## src/rtl/regfile_sequencer.sv

```systemverilog
// Command-driven initiator for the MIPS register_file: single writes,
// paired reads, bulk fill of r1..r31 and a full 32-register dump.
//
// Ports:
//   clock, reset            - clock, synchronous active-high reset
//   cmd_valid/cmd_ready     - host command handshake (accepted in IDLE)
//   cmd_op                  - 00 WRITE, 01 READ, 10 FILL, 11 DUMP
//   cmd_addr_a/cmd_addr_b   - write dest / read addresses
//   cmd_data                - WRITE and FILL value
//   rsp_valid/rsp_ready     - response handshake
//   rsp_addr, rsp_data_a/b  - RegA address and captured RD1/RD2
//   busy                    - high outside IDLE
//   RegA/RegB/RegC, dataIn, RegWrite, RD1/RD2 - register file side
module regfile_sequencer #(
  parameter int WIDTH = 32
) (
  input  logic             clock,
  input  logic             reset,
  input  logic             cmd_valid,
  output logic             cmd_ready,
  input  logic [1:0]       cmd_op,
  input  logic [4:0]       cmd_addr_a,
  input  logic [4:0]       cmd_addr_b,
  input  logic [WIDTH-1:0] cmd_data,
  output logic             rsp_valid,
  input  logic             rsp_ready,
  output logic [4:0]       rsp_addr,
  output logic [WIDTH-1:0] rsp_data_a,
  output logic [WIDTH-1:0] rsp_data_b,
  output logic             busy,
  output logic [4:0]       RegA,
  output logic [4:0]       RegB,
  output logic [4:0]       RegC,
  output logic [WIDTH-1:0] dataIn,
  output logic             RegWrite,
  input  logic [WIDTH-1:0] RD1,
  input  logic [WIDTH-1:0] RD2
);

  typedef enum logic [2:0] {
    S_IDLE,
    S_WRITE,
    S_READ,
    S_RESP,
    S_FILL,
    S_DUMP
  } state_t;

  state_t r_state;
  state_t w_next;

  logic [4:0]       r_addr_a;
  logic [4:0]       r_addr_b;
  logic [WIDTH-1:0] r_data;
  logic [4:0]       r_idx;
  logic             r_dumping;

  logic [4:0]       r_rega;
  logic [4:0]       r_regb;
  logic [4:0]       r_regc;
  logic [WIDTH-1:0] r_datain;

  logic [4:0]       r_rsp_addr;
  logic [WIDTH-1:0] r_rsp_a;
  logic [WIDTH-1:0] r_rsp_b;

  logic [4:0]       w_rega;
  logic [4:0]       w_regb;
  logic [4:0]       w_regc;
  logic [WIDTH-1:0] w_datain;
  logic             w_regwrite;
  logic             w_accept;
  logic             w_capture;
  logic             w_rsp_done;
  logic             w_cmd_ready;
  logic             w_busy;
  logic             w_rsp_valid;

  always_ff @(posedge clock) begin
    if (reset) begin
      r_state <= S_IDLE;
    end else begin
      r_state <= w_next;
    end
  end

  // Register-file drive muxes default to the held values so the
  // address/data lines keep their last driven contents when idle.
  always_comb begin
    w_next      = r_state;
    w_cmd_ready = 1'b0;
    w_busy      = 1'b1;
    w_rsp_valid = 1'b0;
    w_rega      = r_rega;
    w_regb      = r_regb;
    w_regc      = r_regc;
    w_datain    = r_datain;
    w_regwrite  = 1'b0;
    w_accept    = 1'b0;
    w_capture   = 1'b0;
    w_rsp_done  = 1'b0;
    unique case (r_state)
      S_IDLE: begin
        w_cmd_ready = 1'b1;
        w_busy      = 1'b0;
        if (cmd_valid) begin
          w_accept = 1'b1;
          unique case (cmd_op)
            2'b00: w_next = S_WRITE;
            2'b01: w_next = S_READ;
            2'b10: w_next = S_FILL;
            2'b11: w_next = S_DUMP;
          endcase
        end
      end
      S_WRITE: begin
        w_regc     = r_addr_a;
        w_datain   = r_data;
        w_regwrite = (r_addr_a != 5'd0);
        w_next     = S_IDLE;
      end
      S_READ: begin
        w_rega    = r_addr_a;
        w_regb    = r_addr_b;
        w_capture = 1'b1;
        w_next    = S_RESP;
      end
      S_RESP: begin
        w_rsp_valid = 1'b1;
        if (rsp_ready) begin
          w_rsp_done = 1'b1;
          if (r_dumping && r_idx != 5'd30) begin
            w_next = S_DUMP;
          end else begin
            w_next = S_IDLE;
          end
        end
      end
      S_FILL: begin
        w_regc     = r_idx;
        w_datain   = r_data;
        w_regwrite = 1'b1;
        if (r_idx == 5'd31) begin
          w_next = S_IDLE;
        end
      end
      S_DUMP: begin
        w_rega    = r_idx;
        w_regb    = r_idx + 5'd1;
        w_capture = 1'b1;
        w_next    = S_RESP;
      end
      default: begin
        w_next = S_IDLE;
      end
    endcase
  end

  always_ff @(posedge clock) begin
    if (reset) begin
      r_addr_a   <= '0;
      r_addr_b   <= '0;
      r_data     <= '0;
      r_idx      <= '0;
      r_dumping  <= 1'b0;
      r_rega     <= '0;
      r_regb     <= '0;
      r_regc     <= '0;
      r_datain   <= '0;
      r_rsp_addr <= '0;
      r_rsp_a    <= '0;
      r_rsp_b    <= '0;
    end else begin
      r_rega   <= w_rega;
      r_regb   <= w_regb;
      r_regc   <= w_regc;
      r_datain <= w_datain;
      if (w_accept) begin
        r_addr_a  <= cmd_addr_a;
        r_addr_b  <= cmd_addr_b;
        r_data    <= cmd_data;
        r_dumping <= (cmd_op == 2'b11);
        r_idx     <= (cmd_op == 2'b10) ? 5'd1 : 5'd0;
      end
      if (r_state == S_FILL) begin
        r_idx <= r_idx + 5'd1;
      end
      if (w_capture) begin
        r_rsp_addr <= w_rega;
        r_rsp_a    <= RD1;
        r_rsp_b    <= RD2;
      end
      if (w_rsp_done && r_dumping) begin
        r_idx <= r_idx + 5'd2;
        if (r_idx == 5'd30) begin
          r_dumping <= 1'b0;
        end
      end
    end
  end

  assign cmd_ready  = w_cmd_ready;
  assign busy       = w_busy;
  assign rsp_valid  = w_rsp_valid;
  assign rsp_addr   = r_rsp_addr;
  assign rsp_data_a = r_rsp_a;
  assign rsp_data_b = r_rsp_b;
  assign RegA       = w_rega;
  assign RegB       = w_regb;
  assign RegC       = w_regc;
  assign dataIn     = w_datain;
  assign RegWrite   = w_regwrite;

endmodule

```

## config.mk

```make
export PLATFORM = sky130hd
export DESIGN_NAME = regfile_sequencer
export DESIGN_NICKNAME = d
export VERILOG_FILES = /design/src/rtl/regfile_sequencer.sv
export SDC_FILE = /design/constraint.sdc
export NUM_CORES = 1
export LEC_CHECK = 0
export CAP_MARGIN = 30
export CORE_ASPECT_RATIO = 1.75
export CORE_MARGIN = 1.5
export CORE_UTILIZATION = 50
export DETAILED_ROUTE_END_ITERATION = 10
export GPL_TIMING_DRIVEN = 0
export HOLD_SLACK_MARGIN = 0.08
export PLACE_DENSITY = 0.87
export SETUP_SLACK_MARGIN = 0.15
export SYNTH_ARGS = -nofsm -noshare
export SYNTH_HDL_FRONTEND = slang
export SYNTH_SLANG_ARGS = --single-unit
```

## constraint.sdc

```tcl
create_clock -name clock -period 3.8 [get_ports clock]
set_input_delay 0.57 -clock clock [delete_from_list [all_inputs] [get_ports clock]]
set_output_delay 0.57 -clock clock [all_outputs]
set_load 0.01 [all_outputs]
```

== Word level (Yosys, flattened, before mapping) ==
Index checks and enable logic that the tools add are counted.
Storage, ports and cells
  register bits after elaboration: 167
Cells by class
  reductions and logical operators: 9
  muxes and demuxes: 26
  equality and inequality tests: 14
  add/subtract/negate cells: 2
Operators with widths (count)
  2-to-1 mux 32 bit: 1
  case mux 5 bit (2 select lines): 3
  case mux 3 bit (4 select lines): 2
  2-to-1 mux 5 bit: 3
  2-to-1 mux 1 bit: 12
  2-to-1 mux 3 bit: 4
  == test 5 bit (second input constant): 2
  == test 3 x 2 -> 1 bit (second input constant): 2
  == test 3 bit (second input constant): 2
  != test 2 bit (second input constant): 3
  adder 5 x 1 -> 5 bit (second input constant): 1
  adder 5 x 2 -> 5 bit (second input constant): 1
  != test 5 bit (second input constant): 1
  nonzero test 5 bit: 1
  == test 2 bit (second input constant): 2
  OR reduction 2 bit: 2
  == test 3 x 1 -> 1 bit (second input constant): 1
  logical NOT 3 bit: 1
  AND reduction 3 bit: 1
  nonzero test 3 bit: 1
  == test 2 x 1 -> 1 bit (second input constant): 1
  logical AND 1 bit: 2
  logical NOT 2 bit: 1
  case mux 1 bit (2 select lines): 1

== Longest topological paths before layout ==
Gate-level depths: netlist (run 1).
  depth in word-level cells: 5
  mapped depth: 8
  depth with buffers taken out: 7

== Worst setup path after synthesis (run 1) ==
Ideal clock, no wire load.
  path type: reg-to-output
  from: reg r_idx[1]
  to: out RegB[4]
  stages on the path, launching flop included: 7
  setup slack: 1802 ps
  data required time: 3230 ps
  arrival: 1428 ps
  path through: dfxtp_1 > ha_1 > and3_1 > ha_1 > nor3b_1 > o21ai_0 > o221a_2
On the way
  longest elaborated chain between the ends: 2
Ends and longest elaborated chain
  start, declared: line 55  | logic [4:0] r_idx;
  start signal, assigned: line 183  | r_idx <= (cmd_op == 2'b10) ? 5'd1 : 5'd0;
  start signal, assigned: line 186  | r_idx <= r_idx + 5'd1;
  start signal, assigned: line 194  | r_idx <= r_idx + 5'd2;
  adder 5 x 1 -> 5 bit: line 149  | w_regb = r_idx + 5'd1;
  case mux 5 bit (2 select lines): line 102  | unique case (r_state)
  end, declared: line 32  | output logic [4:0] RegB,
Every way passes these cells.

== Final worst setup path (run 1) ==
Same ends and word-level chain as after synthesis.

==> results of run 1 <==
## how the worst max path moves through the flow
| stage | cells after the start | slack, ps | end |
|---|---|---|---|
| floorplan | 6 | 1800 | RegB[4] |
| global placement | 7 | 960 | RegB[4] |
| detailed placement | 7 | 960 | RegB[4] |
| CTS | 7 | 420 | RegB[4] |
| global route | 7 | 310 | RegB[4] |
| finish | 7 | 400 | RegB[4] |
## flip-flops by register name, indices dropped and copies added (netlist names), 32 cells and up
register    cells
r_data         32
rsp_data_b     32
r_datain       32
rsp_data_a     32
## cell families after synthesis
kind of cell    count (synthesis)
simple gates                  337
compound gates                186
flops                         167
buf+inv                        70
mux                            33
fa+ha+maj                       7
xor+xnor                        3
## worst reg2reg max path, delay by kind of cell, from the launching register on
family | cells | cell delay [ps]
simple gates | 3 | 590
flops | 1 | 580
fa+ha+maj | 2 | 510
compound gates | 2 | 340
## metrics by stage
step	std cells	setup WS [ps]
finish	1244	399.7
global route	1244	314.4
CTS	1244	421.2
detailed placement	1213	958.2
global placement	1213	957.4
floorplan	803	1802
## where the power goes
group          leakage, nW  total (mW)  switching, mW  internal [mW]
registers             1.36        1.92         0.0601           1.86
logic                 2.08        1.01          0.498          0.513
clock network        0.270        1.65          0.723          0.923
total                 3.71        4.58           1.28           3.30
## cells in the final DEF (no fill, tap or decap), types with 8 or more instances in the layout
| cell type | netlist | layout |
|---|---|---|
| sky130_fd_sc_hd__o21ai_0 | 9 | 9 |
| sky130_fd_sc_hd__mux2_1 | 9 | 9 |
| sky130_fd_sc_hd__dfxtp_1 | 167 | 167 |
| sky130_fd_sc_hd__buf_4 | 10 | 10 |
| sky130_fd_sc_hd__mux2_2 | 24 | 24 |
| sky130_fd_sc_hd__o22ai_1 | 8 | 8 |
| sky130_fd_sc_hd__nand2_2 | 51 | 51 |
| sky130_fd_sc_hd__o221a_2 | 8 | 8 |
| sky130_fd_sc_hd__nor2_1 | 25 | 25 |
| sky130_fd_sc_hd__a21oi_2 | 60 | 60 |
| sky130_fd_sc_hd__buf_2 | 16 | 16 |
| sky130_fd_sc_hd__clkbuf_16 | 0 | 17 |
| sky130_fd_sc_hd__nand2_1 | 172 | 172 |
| sky130_fd_sc_hd__nor2b_1 | 43 | 43 |
| sky130_fd_sc_hd__clkbuf_1 | 26 | 26 |
| sky130_fd_sc_hd__a21oi_1 | 69 | 69 |
| sky130_fd_sc_hd__clkdlybuf4s50_1 | 0 | 230 |
| sky130_fd_sc_hd__nand2b_1 | 9 | 9 |
## metal layers
| layer | share of wire, % | wire length, um |
|---|---|---|
| met1 | 36 | 7346 |
| met2 | 53 | 10920 |
| met3 | 6.8 | 1393 |
| met4 | 3.9 | 805 |
| met5 | 0 | 0 |
## final cells by class
cell class / count / area share [%]
multi-input cells: 566 / 33.53
flip-flops and latches: 167 / 32.33
repair buffers: 230 / 22.27
clock buffers: 18 / 4.247
plain buffers: 64 / 4.066
well taps: 180 / 2.178
clock inverters: 13 / 1.162
inverters: 6 / 0.2178
==> results.md, run 1 <==
- Static timing analysis puts the maximum clock frequency at about 290 MHz.
- In the routed layout, each cell is associated on average with a via count of 5.297.
- Cells with a size suffix above 1 make up around a fifth of the layout.
- For this run, the slowest stage of the critical path takes roughly 580 ps.
- The number of DRC violations after detailed routing is 0.
- The largest individual stage delay along the critical path comes from the cell sky130_fd_sc_hd__dfxtp_1.
- The worst path needs 3400 ps of the cycle, external delays included.
- The worst setup path is launched from a flop.
- By area the synthesized netlist is led by sky130_fd_sc_hd__dfxtp_1, sky130_fd_sc_hd__nand2_1, sky130_fd_sc_hd__a21oi_2, sky130_fd_sc_hd__a21oi_1, sky130_fd_sc_hd__nand2_2.
- The global router's overall resource usage is between 20% and 30%.
- After Yosys synthesis, and, or, nand and nor cells account for a little under a quarter of the synthesized area.
- 0 antenna diodes ended up in the layout.
- The maximum count of clock buffers along a single path is 2.
- At the end of the flow the core is filled with cells to slightly above 70%.
- The clock tree root buffer cell is sky130_fd_sc_hd__clkbuf_16.
- The number of buffers added by the clock tree synthesis step is 17.
- The number of different library cells in the post-synthesis netlist is 60.
- The worst reg2reg path endpoint is r_regb[4].
- Headroom to the max-slew limit came out at 51.71%.
- The routed design has between 20 and 25 mm of wire.
- The count of vias placed by the detailed router is between 6000 and 7000.
- The count of endpoints failing setup in the final report is 0.
- The number of cell rows is 58.
- Summing all multi-input logic gate instances after layout gives 0.003467 mm2.
- In this run the static leakage power is roughly 3.7 nW.
- Counting flops with an async set or reset pin after synthesis yields a share of 0%.
- The dominant combinational cell family by area after synthesis is simple AND/OR/NAND/NOR gates.
- The first routing iteration left roughly 390 violations.
- After synthesis the cells add up to 0.007253 mm2.
- The worst hold path terminates at r_data[9].
- The setup skew after layout is 10.70 ps.
- The total setup buffers inserted after CTS is 0.
- Counting flops and latches in the post-synthesis netlist gives roughly 170.
- The area of the core is 0.01430 mm2.
- The cts-stage hold buffer count is 0.
- After Yosys synthesis, full adders, half adders and majority gates account for 1.208% of the synthesized area.
- The number of nets handed over by synthesis was approximately 900.
- The share of the clock period used by the worst path after layout is 89.48%.
- Max-cap violations in this run came to 0.
- Final hold analysis gives a worst-case slack of 451.7 ps.
- The run finished with clean final reports.
- The launch point of the worst path is r_idx[1].
- For the pin with the worst max-slew slack, the measured transition is a little over 700 ps.
- The floorplan step set the die width to around 94 um.
- The global placement routability congestion is between 0.9 and 1.
- In this run the critical register-to-register path is launched from r_idx[1].
- The top-level port count is 232.
- The most congested layer reported by global routing is met2.
- The setup check on the worst reg-to-reg path leaves a slack of 1640 ps.
- Clock-pin slew was measured on the worst setup and hold paths at around 60 ps.
- The type of the worst setup path is flop to output port.
- The chip height is between 150 and 200 um.
- The number of gates resized after CTS was 0.
- The number of synthesis warnings is 0.
- The number of pins with negative max-slew slack in the final report is 0.
- Once layout is done, the placed cells without fillers occupy about 0.010 mm2.
- The power per standard cell area is approximately 440 mW/mm2.
- The global-route met2 utilization is roughly half.
- The portion of synthesized area spent on multiplexers is under 10%.
- The count of flip-flops with a built-in enable after synthesis is 0.
- The first detailed-routing pass ran for 6 iterations.
- Setup repair after global routing left no endpoint under its margin.
- The initial antenna violation count is 0.
- The global route total overflow is 0.
- The overall power after layout is about 4.6 mW.
- The commonest cells after synthesis are sky130_fd_sc_hd__nand2_1, sky130_fd_sc_hd__dfxtp_1, sky130_fd_sc_hd__a21oi_1, sky130_fd_sc_hd__a21oi_2, sky130_fd_sc_hd__nand2_2.
- The most used flip-flop cell after synthesis is sky130_fd_sc_hd__dfxtp_1.
- Walking the worst path, the cells encountered are ha_1 -> and3_1 -> ha_1 -> nor3b_1 -> o21ai_0 -> o221a_2 -> clkdlybuf4s50_1.
- The sum of negative setup slack is 0 ps.
- STA classifies the critical path endpoint as an output port.
- The number of clock sinks is 167.
- The type of the most critical hold path is flop to flop.
- The signed area change from the synthesized netlist to the final layout is 42.56%.
- The layout has 1065 filler cells.
- The combined flip-flop and latch cell area is roughly 0.0033 mm2.
- The average wire per standard cell is ~16 um.
- The peak supply drop is approximately 310 uV.
- The number of cells on the worst reg-to-reg path is 7.
- For this run, the register share of the synthesized area comes to roughly 46%.
- The number of nets still failing antenna checks after routing is 0.
- Along the worst path, the maximum fanout reaches 10.
- A synthesized cell averages 9.033 um2.
- Summing the areas of all xor and xnor instances in the mapped netlist gives less than 1% of the synthesized area.
- The CTS tree is built.
- In the post-synthesis netlist, the cell with the most instances is sky130_fd_sc_hd__nand2_1.
- Counting stages on the worst path, the most repeated cell is sky130_fd_sc_hd__ha_1.
- The CTS H-tree depth is 4.
- The net count reported at finish is 1171.
- In the synthesized netlist, the number of instances is approximately 800.
- In this run the cell area measured after placement is slightly below 0.01 mm2.
- The number of hold violations in the final report is 0.
- In this run the most critical hold path is launched from r_data[9].
- The global-route met1 utilization is a little over a quarter.
- The initial cell density of the core is 50.74%.
- The cell family contributing the most delay on the critical path is flip-flops.
- The worst hold path passes through 2 cells.
- The area share of the largest cell type after synthesis is a little under half.
- The die covers about 0.015 mm2.
- The maximum number of pins on one net before global-route repair is 17.
- Port buffering added 230 buffers.
- The via count of the first global-routing pass came to just under 7000.
- The detailed placement HPWL is ~15 mm.
- For the worst setup path, the data arrival time is roughly 2800 ps.
- Counting both buffers and inverters, the worst setup path holds a total of 1.
- The synthesized netlist devotes 17.96% of its cell area to compound gates.
- The first global-routing pass estimated about 33 mm of wire.
- For the worst-skew pair, the clock arrives at the later sink with an insertion delay of ~420 ps.
- For this run, global-route usage on met3 was measured as ~7.7%.
- The data required time of the worst path is between 3000 and 4000 ps.
- The cell type with the highest aggregate area in the netlist is sky130_fd_sc_hd__dfxtp_1.
Note: power is estimated with default switching activity, not from simulation.
==> run 2: changes to the inputs <==
--- a/config.mk
+++ b/config.mk
@@ -13,7 +13,8 @@
 export GPL_TIMING_DRIVEN = 0
 export HOLD_SLACK_MARGIN = 0.08
 export PLACE_DENSITY = 0.87
-export SETUP_SLACK_MARGIN = 0.15
+export SETUP_SLACK_MARGIN = 0.3
+export SLEW_MARGIN = 40
 export SYNTH_ARGS = -nofsm -noshare
 export SYNTH_HDL_FRONTEND = slang
 export SYNTH_SLANG_ARGS = --single-unit
==> results of run 2 <==
Same layout as run 1: the final DEF is identical, and so are final timing and power.
==> run 3: changes to the inputs <==
--- a/config.mk
+++ b/config.mk
@@ -12,6 +12,7 @@
 export DETAILED_ROUTE_END_ITERATION = 10
 export GPL_TIMING_DRIVEN = 0
 export HOLD_SLACK_MARGIN = 0.08
+export MAX_ROUTING_LAYER = met4
 export PLACE_DENSITY = 0.87
 export SETUP_SLACK_MARGIN = 0.3
 export SLEW_MARGIN = 40
==> run 3 against run 2 <==
Against the previous run: global-route usage is 0.81 points higher; critical path depth stayed put; design area unchanged; clock skew shrank 3.5 ps; largest cell class unchanged.
==> results.md, run 3 (same netlist as run 1, synthesis figures left out) <==
- The area of the core is around 0.014 mm2.
- The maximum number of pins on one net before global-route repair is 17.
- For the worst flop-to-flop path, the logic depth is 7.
- The peak supply drop is 313.6 uV.
- Data arrives at the worst endpoint at 2820 ps.
- The number of vias per cell after detailed routing is around 5.3.
- The area enclosed by the die boundary is about 0.015 mm2.
- In this run, the clock network consumes a little over a third of the power.
- The highest clock rate is just under 300 MHz.
- The final antenna diode count is 0.
- In the layout the commonest cells are sky130_fd_sc_hd__clkdlybuf4s50_1, sky130_fd_sc_hd__nand2_1, sky130_fd_sc_hd__dfxtp_1.
- The CTS H-tree depth is 4.
- The count of endpoints failing setup in the final report is 0.
- The total net switching power is 1.281 mW.
- The data required time of the worst path is around 3200 ps.
- After detailed routing, the total wire length is 20.54 mm.
- For this block, the initial DRC count from the detailed router was between 400 and 500.
- In this run the clock root is driven by a sky130_fd_sc_hd__clkbuf_16.
- The post-cts gate resize count is 0.
- The relative slew slack is 51.96%.
- The post-layout instance area is about 0.010 mm2.
- The number of hold violations in the final report is 0.
- The maximum count of clock buffers along a single path is 2.
- The number of nets still failing antenna checks after routing is 0.
- Routability-driven placement finished with a final weighted congestion of around 0.96.
- The HPWL after detailed placement is 15.49 mm.
- Clock tree synthesis found a total of ~170 sinks.
- The initial antenna violation count is 0.
- The internal power of the cells totals approximately 3.3 mW.
- Of the total power, combinational logic draws about 22%.
- The library cell used most frequently in the layout, excluding fill and tap cells, is sky130_fd_sc_hd__clkdlybuf4s50_1.
- The worst hold path was traced through 2 stages.
- The type of origin of the critical path is a flop.
- The count of input and output buffers is between 200 and 250.
- The routed layout has around 6600 vias.
- Net switching is about 28% of the power.
- The number of buffers added by the clock tree synthesis step is 17.
- The CTS tree is built.
- The global router's overall resource usage is 28.15%.
- The worst path uses between 80% and 90% of the clock period.
- In the routed design, unresolved DRC markers number 0.
- The global route total overflow is 0.
- The run finished with clean final reports.
- In the final design database the tool counted roughly 1200 nets.
- Hold repair after CTS inserted 0 buffers.
- The initial cell density of the core is around 50%.
- The sum of negative setup slack is 0 ps.
- The signed area change from the synthesized netlist to the final layout is 42.56%.
- The first global-routing pass estimated approximately 33 mm of wire.
- Setup repair after global routing left no endpoint under its margin.
- The max-capacitance violation count is 0.
- The clock arrives with around 7.2 ps of skew.
- For the pin with the worst max-slew slack, the measured transition is approximately 720 ps.
- The type of the most critical hold path is flop to flop.
- The clock-pin slew of the registers on the worst-case setup and hold paths is about 60 ps.
- The final critical path time including I/O delays and setup is 3390 ps.
- The chip height is 162.3 um.
- In this run the worst setup path begins at r_idx[1].
- The type of destination of the critical path is an output port.
- Once placement finished, the instance area stood at about 0.0098 mm2.
- The launch instance of the worst register-to-register path is r_idx[1].
- The fraction of final layout cells sized beyond drive strength 1 is 20.68%.
- The critical-path maximum fanout is 10.
- In this run the power density over the cells is around 440 mW/mm2.
- The floorplan step set the die width to roughly 94 um.
- The via count of the first global-routing pass was just under 7000.
- The clock latency on the worst-skew pair is roughly 420 ps.
- The first detailed-routing pass ran for 5 iterations.
- The leakage dissipation is 3.712 nW.
- The sequential group share of total power is approximately two fifths.
- Pin placement for this block handled ~230 I/O pins.
- The number of pins with negative max-slew slack in the final report is 0.
- In this run the most critical hold path is launched from r_data[9].
- Post-CTS timing repair inserted 0 buffers for setup.
- After detailed routing, the average wire length per cell comes to ~17 um.
- The critical path in this run is classified as flop to output port.
- The number of cell rows is between 50 and 60.
## run 3: cell counts in the layout (fill, tap and decap cells not counted)
Identical to the previous run, type by type.
## run 3: final cells by class
class                      count  area [um2]
clock inverter                13       120.1
multi-input combinational    566        3467
timing repair buffer         230        2302
fill                        1065        3956
sequential                   167        3343
tap                          180       225.2
clock buffer                  18       439.2
inverter                       6       22.52
buffer                        64       420.4
## run 3: path summary, 6_finish.rpt
path               endpoint  slack (ps)
setup reg to reg  r_regb[4]        1650
setup / recovery    RegB[4]         410
hold reg to reg   r_data[9]         450
hold / removal    r_data[9]         450
## run 3: critical path, stage by stage (launching register included)
cell and delay [ps]:
sky130_fd_sc_hd__dfxtp_1 570, sky130_fd_sc_hd__ha_1 270, sky130_fd_sc_hd__and3_1 160, sky130_fd_sc_hd__ha_1 240, sky130_fd_sc_hd__nor3b_1 310, sky130_fd_sc_hd__o21ai_0 160, sky130_fd_sc_hd__o221a_2 180, sky130_fd_sc_hd__clkdlybuf4s50_1 510
## run 3: metal layers
layer	track usage (%)	wire length, um
met1	27.73	7501
met2	50.96	10960
met3	6.723	1308
met4	13.30	764
met5	-	0
## run 3: metrics by stage
stage               cells  worst slack, ps  hold WS (ps)  util [%]  total power [mW]
floorplan             803             1802         432.9         -             2.508
global placement     1213            957.4         437.8     68.41             2.950
detailed placement   1213            958.2         447.0     68.41             2.968
CTS                  1244            421.2         456.0     72.33             4.611
global route         1244            315.4         467.3     72.33             4.772
finish               1244            409.9         451.6     72.33             4.580
## run 3: power by group through the flow
| stage | logic [mW] | registers (mW) | clock network (mW) |
|---|---|---|---|
| CTS | 1.02 | 1.92 | 1.67 |
| finish | 1.01 | 1.92 | 1.64 |
| global route | 1.09 | 1.93 | 1.75 |
| floorplan | 0.545 | 1.96 | 0 |
| global placement | 0.996 | 1.95 | 0 |
| detailed placement | 1.01 | 1.96 | 0 |
==> patch 1: new RTL, config.mk and constraints of run 2 <==
Encoding of `state_t`: now one-hot (6 bits for 6 states).
--- a/src/rtl/regfile_sequencer.sv
+++ b/src/rtl/regfile_sequencer.sv
@@ -39,9 +39,9 @@
 
-  typedef enum logic [2:0] {
-    S_IDLE,
-    S_WRITE,
-    S_READ,
-    S_RESP,
-    S_FILL,
-    S_DUMP
+  typedef enum logic [5:0] {
+    S_IDLE  = 6'b000001,
+    S_WRITE = 6'b000010,
+    S_READ  = 6'b000100,
+    S_RESP  = 6'b001000,
+    S_FILL  = 6'b010000,
+    S_DUMP  = 6'b100000
   } state_t;
Formal check against the unedited RTL: same outputs for any inputs over 4 cycles, from zero or initial values and one cycle with reset high; so few cycles prove little.
==> patch 1 against run 2 <==
First-iteration DRC count rose by 0.77%. Critical endpoint is now r_rega[3]. Setup slack got worse by 0.13 ns. Synthesized area fell by 10%. Via count fell by 3.0%. Sequential cell count rose by 3. Routed wire length fell by 5.2%. Design area fell by 4.3%. Power rose by 5.9%. Synthesized cell count fell by 5.4%. Hold slack improved by 0.00052 ns.
==> patch 1: results (changes against run 2) <==
[outcome]
run_status=finished, final reports clean  ; unchanged

[layout]
layout.nonclk_buf_share_pct=28.7  ; was 26.3%
comb.multi_input.count=515  ; was 566
num-nonclk-inverters=14  ; was 6
finalNetCount=1158  ; was 1171
fill_cells=903  ; was 1065
num-nonclk-buffers=324  ; was 294
layout-drive-gt1-share_pct=11.6  ; was 20.7%
design.seq.count=170  ; was 167
multi_input_area_share_pct=28.4  ; was 33.5%
register_area_um2=3410  ; was 3340 um^2

[drt]
drt-initial-drc-count=395  ; was 392
routed-wl-met2_um=10400  ; was 10900 um
post_dr_vias_cell=5.22  ; was 5.30
detail_route.wirelength.met1_um=6920  ; was 7350 um
vias_post_dr=6393  ; was 6589

[pwr]
leakage_power_nw=3.76  ; was 3.71 nW
switching_fraction_pct=30.2  ; was 28.0%
switchingPower_mw=1.47  ; was 1.28 mW
pg_seq_mw=2.06  ; was 1.92 mW
power-per-cell-area_nw_per_um2=490  ; was 443 nW/um^2
power.share.combinational_pct=23.2  ; was 22.1%
irDropWorstVdd_mv=0.437  ; was 0.315 mV

[critical_path]
r2r_cells=22  ; was 7
timing.rr.end=r_rega[3]  ; was r_regb[4]
critPathMaxStageDelay_ns=0.56  ; was 0.58 ns
worst_ep_arrival_time_ns=3.83  ; was 2.83 ns
critical-path-slowest-cell=sky130_fd_sc_hd__or4_4  ; was sky130_fd_sc_hd__dfxtp_1
cp_top_family=buffers and inverters  ; was flip-flops
crit_type=flop to flop  ; was flop to output port
ff2ff_setup_slack_ns=0.27  ; was 1.64 ns
timing.rr.start=r_state[4]  ; was r_idx[1]
critical_path.max_fanout=6  ; was 10

[placement]
dpl-instance-area_um2=9030  ; was 9780 um^2
finalWeightedCongestion=0.900  ; was 0.940
final_hpwl_dp_um=13900  ; was 15500 um

[grt]
grt_util_met3_pct=7.14  ; was 7.66%
gr-usage-met2_pct=52.9  ; was 51.1%
groute.usage.overall_pct=28.4  ; was 27.3%
grt_first_pass_wirelength_um=30200  ; was 32700 um
grtUsageMet1_pct=27.8  ; was 27.2%

[sta]
min_period_ns=3.53  ; was 3.40 ns
hold_slack_ns=0.452  ; about the same
clock_skew_ns=0.00979  ; was 0.0107 ns

[cts]
post_cts_buffers=22  ; was 0
post_cts_resized=10  ; was 0

[hold_path]
worst_hold_startpoint=r_data[0]  ; was r_data[9]
hold_path_end=r_data[0]  ; was r_data[9]

[yosys]
synth_cell_types=45  ; was 60
synth-seq-area-share_pct=52.2  ; was 46.1%
synthesis.nets=876  ; was 922
synth_top_cells_by_count=222 x sky130_fd_sc_hd__nand2_1, 170 x sky130_fd_sc_hd__dfxtp_1, 112 x sky130_fd_sc_hd__a21oi_1, 43 x sky130_fd_sc_hd__clkbuf_1, 40 x sky130_fd_sc_hd__nor2b_1  ; was 172 x sky130_fd_sc_hd__nand2_1, 167 x sky130_fd_sc_hd__dfxtp_1, 69 x sky130_fd_sc_hd__a21oi_1, 60 x sky130_fd_sc_hd__a21oi_2, 51 x sky130_fd_sc_hd__nand2_2
post_synthesis_cell_count=760  ; was 803

[floorplanning]
num_tap_cells=171  ; was 180

## patch 1: changes by cell type in the layout (fill, tap and decap cells not counted), moves of 10 or more
| cell | change |
|---|---|
| sky130_fd_sc_hd__nand2_2 | -51 |
| sky130_fd_sc_hd__nand2_1 | +50 |
| sky130_fd_sc_hd__a222oi_1 | +10 |
| sky130_fd_sc_hd__clkbuf_1 | +15 |
| sky130_fd_sc_hd__buf_4 | +22 |
| sky130_fd_sc_hd__a21oi_1 | +43 |
| sky130_fd_sc_hd__a21oi_2 | -60 |
## patch 1: cells by family (layout without fill, tap and decap cells)
family,after synthesis,after routing,share of synthesized area [%]
AO/OA/AOI/OAI,150,150,14.0
XOR/XNOR,4,4,0.538
flip-flops,170,170,52.2
buffers and inverters,75,369,4.80
AND/OR/NAND/NOR,325,325,22.1
adder cells (fa/ha/maj),4,4,0.768
multiplexers,32,32,5.53
==> patch 2: new RTL, flow settings as in run 2 <==
Without the edit above. The parameter `WIDTH` goes from 32 to 24.
--- a/src/rtl/regfile_sequencer.sv
+++ b/src/rtl/regfile_sequencer.sv
@@ -14,3 +14,3 @@
 module regfile_sequencer #(
-  parameter int WIDTH = 32
+  parameter int WIDTH = 24
 ) (
Interface: changed (6 resized); port bits go from 232 to 184. No check against the original RTL was run, so the function may have changed too.
==> patch 2 against run 2 <==
Synthesized area down 21%. Sequential power down 16%. Sequential cell count fell by 32. Power shrank 0.49%. Design area shrank 18%. Setup slack improved by 0.26 ns. Routed wire length fell by 12%. Hold slack about the same. Critical endpoint is now RegB[3].
==> patch 2: results (changes against run 2) <==
[pwr]
leakage_power_nw=3.16  ; was 3.71 nW
irDropWorstVdd_mv=0.459  ; was 0.315 mV

[grt]
grt_first_pass_wirelength_um=27800  ; was 32700 um
pin_count_of_the_biggest_net_entering_global_routing=17  ; unchanged
antenna_violations_before_repair=1  ; was 0
number_of_global_route_vias_before_repair=5613  ; was 6725
groute.usage.overall_pct=29.2  ; was 27.3%

[yosys]
synth_top_cells_by_count=160 x sky130_fd_sc_hd__nand2_1, 135 x sky130_fd_sc_hd__dfxtp_1, 87 x sky130_fd_sc_hd__a21oi_1, 33 x sky130_fd_sc_hd__nor2b_1, 25 x sky130_fd_sc_hd__clkbuf_1  ; was 172 x sky130_fd_sc_hd__nand2_1, 167 x sky130_fd_sc_hd__dfxtp_1, 69 x sky130_fd_sc_hd__a21oi_1, 60 x sky130_fd_sc_hd__a21oi_2, 51 x sky130_fd_sc_hd__nand2_2
async_flop_share_pct=0  ; unchanged
ys_dominant_reg_cell=sky130_fd_sc_hd__dfxtp_1  ; unchanged
synth-seq-area-share_pct=47.0  ; was 46.1%
synthesis.nets=761  ; was 922
synth_area_leaders=sky130_fd_sc_hd__dfxtp_1 47%, sky130_fd_sc_hd__nand2_1 10%, sky130_fd_sc_hd__a21oi_1 7.6%  ; was sky130_fd_sc_hd__dfxtp_1 46%, sky130_fd_sc_hd__nand2_1 8.9%, sky130_fd_sc_hd__a21oi_2 7.2%
synth_cell_types=51  ; was 60
ys_seq_elements=135  ; was 167

[drt]
drt_wl_total_um=18000  ; was 20500 um
firstDrtPassIters=5  ; was 6
drt-initial-drc-count=252  ; was 392
vias_post_dr=5528  ; was 6589

[cts]
post_cts_resized=0  ; unchanged
insertion_delay_ns=0.42  ; about the same
clkSlewWorstSetupHoldPaths_ns=0.06  ; about the same
ctsHtreeMaxLevel=4  ; unchanged
max-clock-path-buffers=2  ; unchanged

[critical_path]
worst_ep_arrival_time_ns=2.57  ; was 2.83 ns
critical_path.max_fanout=10  ; unchanged
critPathMaxStageDelay_ns=0.50  ; was 0.58 ns
critical-path-slowest-cell=sky130_fd_sc_hd__clkdlybuf4s50_1  ; was sky130_fd_sc_hd__dfxtp_1
cp_top_family=buffers and inverters  ; was flip-flops

[layout]
fill_cells=731  ; was 1065
finalNetCount=962  ; was 1171
layout-drive-gt1-share_pct=14.0  ; was 20.7%

[sta]
relSlewSlack_pct=52.9  ; was 51.7%
clock_skew_ns=0.00417  ; was 0.0107 ns

[placement]
final_hpwl_dp_um=13100  ; was 15500 um
port_buffer_count=182  ; was 230
finalWeightedCongestion=0.905  ; was 0.940

[outcome]
run_status=finished, final reports clean  ; unchanged

patch 2: cell type report:
type	count	area, um^2	share of cell area, %
clock buffers	19	453	5.37
flip-flops and latches	135	2700	32.0
clock inverters	12	246	2.92
inverters	7	26.3	0.311
plain buffers	51	292	3.46
multi-input cells	473	2730	32.3
repair buffers	182	1820	21.6
well taps	132	165	1.96
diodes	1	2.50	0.0297
patch 2: per-stage QoR:
step	instances	cell area [um^2]	worst slack, ns
final	1012	8440	0.655
after global placement	980	7730	1.15
after CTS	1011	8430	0.650
after global routing	1012	8440	0.520
after floorplan	666	5750	1.82
after detailed placement	980	7730	1.12
patch 2: kinds of logic after synthesis:
logic type | Yosys count | synth area share, %
AO/OA/AOI/OAI | 159 | 17.2
adder cells (fa/ha/maj) | 7 | 1.52
XOR/XNOR | 3 | 0.457
buffers and inverters | 58 | 5.53
AND/OR/NAND/NOR | 279 | 23.4
flip-flops | 135 | 47.0
multiplexers | 25 | 4.90
patch 2: worst register-to-register path, cell delays in order, from the launching register on:
cell and delay [ns]:
sky130_fd_sc_hd__dfxtp_1 0.56, sky130_fd_sc_hd__ha_1 0.27, sky130_fd_sc_hd__and3_1 0.18, sky130_fd_sc_hd__ha_1 0.24, sky130_fd_sc_hd__nor3b_1 0.17, sky130_fd_sc_hd__o21ai_0 0.10, sky130_fd_sc_hd__o221a_2 0.15, sky130_fd_sc_hd__nor2b_1 0.13
patch 2: routing by layer:
| metal | wire length, um | vias up | track usage [%] |
|---|---|---|---|
| li1 | - | 2654 | - |
| met1 | 6410 | 2575 | 28.8 |
| met2 | 9710 | 239 | 55.2 |
| met3 | 975 | 60 | 6.92 |
| met4 | 891 | 0 | 16.7 |
| met5 | 0 | - | 0 |
patch 2: worst paths after layout:
kind                                     from             to  slack [ns]  cells after the start
worst max-delay path               r_state[1]        RegB[3]        0.66                      6
worst min-delay path            rsp_data_a[0]  rsp_data_a[0]        0.45                      2
worst max register to register       r_idx[1]      r_regb[4]        1.87                      7
worst min register to register  rsp_data_a[0]  rsp_data_a[0]        0.45                      2
patch 2: power breakdown:
part	total, mW	internal [mW]	switching [mW]	leakage [nW]
registers	1.61	1.53	0.0751	1.10
clock network	1.94	1.33	0.610	0.332
logic	1.01	0.500	0.512	1.73
total	4.56	3.36	1.20	3.16
